$ cat src/rtl/barrel_shifter_pipe.sv
// Pipelined barrel shifter: one registered stage per shift-amount bit, valid/ready on both ports.
// Optional rotate-right datapath for mode 11 is enabled by defining ROTATE_EN.
module barrel_shifter_pipe #(
   parameter int WIDTH = 8,
   parameter int SHW   = $clog2(WIDTH)
) (
   input  logic             clk,
   input  logic             rst_n,
   input  logic             in_valid,
   output logic             in_ready,
   input  logic [WIDTH-1:0] in,
   input  logic [SHW-1:0]   sel,
   input  logic [1:0]       mode,
   output logic             out_valid,
   input  logic             out_ready,
   output logic [WIDTH-1:0] out
);

   typedef enum logic [1:0] {
      MODE_SRL = 2'b00,
      MODE_SRA = 2'b01,
      MODE_SLL = 2'b10,
      MODE_ROR = 2'b11
   } mode_e;

   typedef struct packed {
      logic [WIDTH-1:0] data;
      logic [SHW-1:0]   sel;
      mode_e            mode;
      logic             sign;
   } payload_t;

   logic [SHW-1:0] valid_q;
   payload_t       pay_q [SHW];
   payload_t       pay_d [SHW];
   payload_t       src   [SHW];
   logic [SHW-1:0] src_valid;
   logic [SHW-1:0] ready;

   // Shift right into a double-width window so the upper half supplies the fill bits.
   function automatic logic [WIDTH-1:0] shift_by(input logic [WIDTH-1:0] d,
                                                 input mode_e            m,
                                                 input logic             s,
                                                 input int unsigned      amt);
      logic [2*WIDTH-1:0] ext;
      logic [WIDTH-1:0]   res;
      ext = {{WIDTH{1'b0}}, d};
      case (m)
         MODE_SRA: ext[2*WIDTH-1:WIDTH] = {WIDTH{s}};
`ifdef ROTATE_EN
         MODE_ROR: ext[2*WIDTH-1:WIDTH] = d;
`endif
         default:  ;
      endcase
      ext = ext >> amt;
      res = (m == MODE_SLL) ? (d << amt) : ext[WIDTH-1:0];
      return res;
   endfunction

   // Stage k is ready unless it and every stage after it are full while the consumer stalls.
   // Written in closed form rather than as a chain so no signal feeds back on itself.
   always_comb begin
      logic all_full;
      // NOTE: every variable written here gets a value before any branch, so no latch is inferred.
      ready = '0;
      for (int k = 0; k < SHW; k++) begin
         all_full = 1'b1;
         for (int j = k; j < SHW; j++) begin
            all_full = all_full & valid_q[j];
         end
         ready[k] = out_ready | ~all_full;
      end
   end

   always_comb begin
      src[0].data  = in;
      src[0].sel   = sel;
      src[0].mode  = mode_e'(mode);
      src[0].sign  = in[WIDTH-1];
      src_valid[0] = in_valid;
      for (int k = 1; k < SHW; k++) begin
         src[k]       = pay_q[k-1];
         src_valid[k] = valid_q[k-1];
      end
      for (int k = 0; k < SHW; k++) begin
         pay_d[k] = src[k];
         if (src[k].sel[k]) begin
            pay_d[k].data = shift_by(src[k].data, src[k].mode, src[k].sign, 1 << k);
         end
      end
   end

   // NOTE: stage data is reset along with the valid bits so out reads 0 straight out of reset.
   always_ff @(posedge clk or negedge rst_n) begin
      if (!rst_n) begin
         valid_q <= '0;
         for (int k = 0; k < SHW; k++) begin
            pay_q[k] <= '0;
         end
      end else begin
         // NOTE: non-blocking assignments keep each stage reading its neighbour's old value.
         for (int k = 0; k < SHW; k++) begin
            if (ready[k]) begin
               valid_q[k] <= src_valid[k];
               if (src_valid[k]) begin
                  pay_q[k] <= pay_d[k];
               end
            end
         end
      end
   end

   assign in_ready  = ready[0];
   assign out_valid = valid_q[SHW-1];
   assign out       = pay_q[SHW-1].data;

   a_out_hold : assert property (@(posedge clk) disable iff (!rst_n)
      (out_valid && !out_ready) |=> (out_valid && $stable(out)));

   a_ready_full : assert property (@(posedge clk) disable iff (!rst_n)
      !in_ready |-> (&valid_q && !out_ready));

endmodule

$ cat config.mk
export PLATFORM = sky130hd
export DESIGN_NAME = barrel_shifter_pipe
export DESIGN_NICKNAME = d
export VERILOG_FILES = /design/src/rtl/barrel_shifter_pipe.sv
export SDC_FILE = /design/constraint.sdc
export NUM_CORES = 1
export LEC_CHECK = 0
export CORE_MARGIN = 4
export CORE_UTILIZATION = 55
export DETAILED_ROUTE_END_ITERATION = 10
export GPL_TIMING_DRIVEN = 0
export PLACE_DENSITY = 0.77
export SLEW_MARGIN = 30
export SYNTH_ARGS = -nofsm -noshare
export SYNTH_HDL_FRONTEND = slang
export SYNTH_SLANG_ARGS = --single-unit
$ cat constraint.sdc
create_clock -name clk -period 2.1 [get_ports clk]
set_input_delay 0.525 -clock clk [delete_from_list [all_inputs] [get_ports clk]]
set_output_delay 0.525 -clock clk [all_outputs]
set_load 0.03 [all_outputs]
==> run summary <==
* number of slew-limit violations in the final report: 0
* cell internal power dissipation: 0.00155 W
* leakage power: 1.04 nW
* count of flip-flops with a built-in enable after synthesis: 0
* clock tree from TritonCTS: yes
* Synth Cell Area: 1980 um^2
* Hold Fails Final Rpt: 0
* Net Sw Power: 0.000821 W
* Relative slew margins: 72.4%
* largest stage delay on the critical path: 0.47 ns
* antenna violations before repair: 0
* chip height: 68.0 um
* leading cell types by total area after synthesis: dfrtp_1 46%, mux2_2 10%, o211ai_1 4.6%
* switch share: 34.7%
* via count of the first global-routing pass: 1450
* number of max-capacitance violations reported: 0
* number of vias after detailed routing: 1477
* number of standard-cell rows in the floorplan: 21
* Die Area: 4620 um^2
* proportion of power drawn by flip-flops and latches: 43.1%
* number of ports placed on the die boundary: 27
* worst hold margin: 0.0818 ns
* half-perimeter wire length after placement: 2940 um
* synthesized instance count: 180
* Initial Utilization: 57.9%
* flip-flop cell with the highest count after synthesis: dfrtp_1
* top-count cell post-synth: dfrtp_1
* unrepaired setup endpoints after global routing: no
* clock latency on the worst-skew pair: 0.34 ns
* Layout area overhead: 20.3%
* Clock Sinks: 36
* first-pass GRT wire length: 6670 um
* highest ir drop seen on vdd: 0.478 mV
* async set-or-reset flop fraction in the synthesized netlist: 100%
* critical-path maximum fanout: 7
* final instance count without filler cells: 261
* post-detailed-route via-to-cell ratio: 5.66
* standard cell with the maximum stage delay on the critical path: clkdlybuf4s50_1
* mean routed wirelength per cell: 14.5 um
* power per unit of standard cell area: 996 nW/um^2
* top-area cell type share of the netlist area: 45.6%
* Post-Route Skew: 0.0110 ns
* overall routing resource usage: 19.3%
* largest net degree at the start of global routing: 23
* final period utilization: 95.4%
* share of post-route cells with drive strength above 1: 26.0%
* number of setup violations in the final report: 0
* list of most frequent post-synthesis cells: 36 x dfrtp_1, 18 x mux2_2, 13 x inv_1, 12 x o211ai_1, 11 x nand3b_1
* Post-CTS Hold Fix Bufs: 0
* final design utilization: 69.6%
* final routed wirelength across all metal layers: 3800 um
* data required time at the worst endpoint: 1.57 ns
* post-synthesis sequential area ratio: 45.6%
* core area: 3420 um^2
* sum of internal, switching and leakage power: 0.00237 W
* clock slew at reported path FFs: 0.11 ns
* average footprint of a synthesized cell: 11.0 um^2
* maximum buffer depth of the clock tree: 2
* combinational cell fraction of total power: 40.4%
* library cell occupying the most area in the post-synthesis netlist: dfrtp_1
* portion of total power attributed to the clock network: 16.5%
* CP Capture Type: output port
* Critical Path Source Type: input port
* Critical Path, Cell by Cell: clkdlybuf4s50_1 > nand4b_4 > buf_4
* number of antenna cells inserted: 0
* status: finished, final reports clean
* #FFs+latches synth: 36
* warnings from Yosys: 0
* Max Fclk: 499 MHz
* placed cells: 250
* Final min period: 2.00 ns
* cell at the root of the clock tree: clkbuf_4
* # port buffers: 23
* number of nets in the synthesized netlist: 197
* CP Data Arrival Time: 1.48 ns
* transition time at the pin with the least slew margin: 0.414 ns
* number of buffers inserted during clock tree synthesis: 5
* Unique masters post-synth: 32
* placement-stage worst setup slack: -0.596 ns
* Starting DRT DRC Count: 53
* critical path start-end classification: in -> out
* Die Span X: 68.0 um
* number of nets still failing antenna checks after routing: 0
* H-tree lvl count: 2
* DRC violation count after routing: 0
* Post-layout nets: 231
* class of the most critical hold timing path: in -> async
* worst-case setup margin in the final layout: 0.0971 ns
* total global routing overflow: 0
* gpl congestion: 0.890
* number of iterations in the first detailed-routing pass: 5
[metal layers]
layer / global-route usage, % / vias to the layer above / wire [um]
li1: - / 724 / -
met1: 20.7 / 709 / 1550
met2: 35.1 / 39 / 1990
met3: 4.93 / 5 / 184
met4: 8.93 / 0 / 74
met5: 0 / - / 0
[cell usage in the layout, fill, tap and decap left out, drive strengths merged, types with 3 or more instances in the layout]
cell	count
a211oi	6
a31oi	4
a32o	6
and3b	5
buf	25
clkbuf	7
clkdlybuf4s50	20
dfrtp	36
inv	13
mux2	18
nand2	9
nand2b	4
nand3b	12
nor2	4
nor2b	3
o211ai	12
o21a	6
o22ai	5
o2bb2ai	6
[sequential cells by signal (all words and copies together), names as in the netlist]
signal   count
valid_q      3
pay_d        9
out          8
pay_q       16
[critical path: cells and delay by family]
family | cells | cell delay [ns]
buffers and inverters | 2 | 0.69
AND/OR/NAND/NOR | 1 | 0.26
[stage by stage]
stage	area, um^2	setup TNS [ns]
floorplan	1980	0
global placement	2260	-8.87
detailed placement	2290	-0.596
CTS	2350	0
global route	2380	0
finish	2380	0
[area by class of cell]
class | instances | area [um^2]
buffer | 19 | 126
tap | 46 | 57.6
timing repair buffer | 28 | 279
multi-input combinational | 111 | 905
sequential | 36 | 901
inverter | 13 | 48.8
clock inverter | 2 | 10.0
fill | 265 | 1040
clock buffer | 6 | 51.3
[power by group through the flow]
| stage | Sequential, W | Combinational (W) | Clock (W) |
|---|---|---|---|
| 2_1_floorplan | 0.000990 | 0.000693 | 0 |
| 5_1_grt | 0.00105 | 0.00105 | 0.000430 |
| 3_5_place_dp | 0.00104 | 0.000957 | 0 |
| 6_report | 0.00102 | 0.000958 | 0.000391 |
| 4_1_cts | 0.00102 | 0.000959 | 0.000400 |
| 3_3_place_gp | 0.00103 | 0.000931 | 0 |
[repair_timing]
action,4_1_cts,5_1_grt
setup buffers,0,4
resized for setup,8,0
setup endpoints to repair,1,1
[final timing paths]
path	startpoint	slack, ns	to	cells after the start
max in group asynchronous	rst_n	1.58	pay_d[0]$_DFFE_PN0P_	2
hold reg to reg	pay_d[19]$_DFFE_PN0P_	0.52	pay_d[19]$_DFFE_PN0P_	1
hold / removal	rst_n	0.08	out[3]$_DFFE_PN0P_	1
min in group clk	pay_d[19]$_DFFE_PN0P_	0.52	pay_d[19]$_DFFE_PN0P_	1
setup / recovery	out_ready	0.1	in_ready	3
setup reg to reg	valid_q[0]$_DFFE_PN0P_	0.51	pay_d[18]$_DFFE_PN0P_	6
[logic make-up (layout without fill, tap and decap cells)]
family,Yosys count,in the layout,share of synthesized area (%)
AO/OA/AOI/OAI,52,52,20.4
AND/OR/NAND/NOR,39,39,13.6
buffers and inverters,33,68,9.11
flip-flops,36,36,45.6
multiplexers,20,20,11.3
No activity file was read; power rests on OpenSTA's default activity.
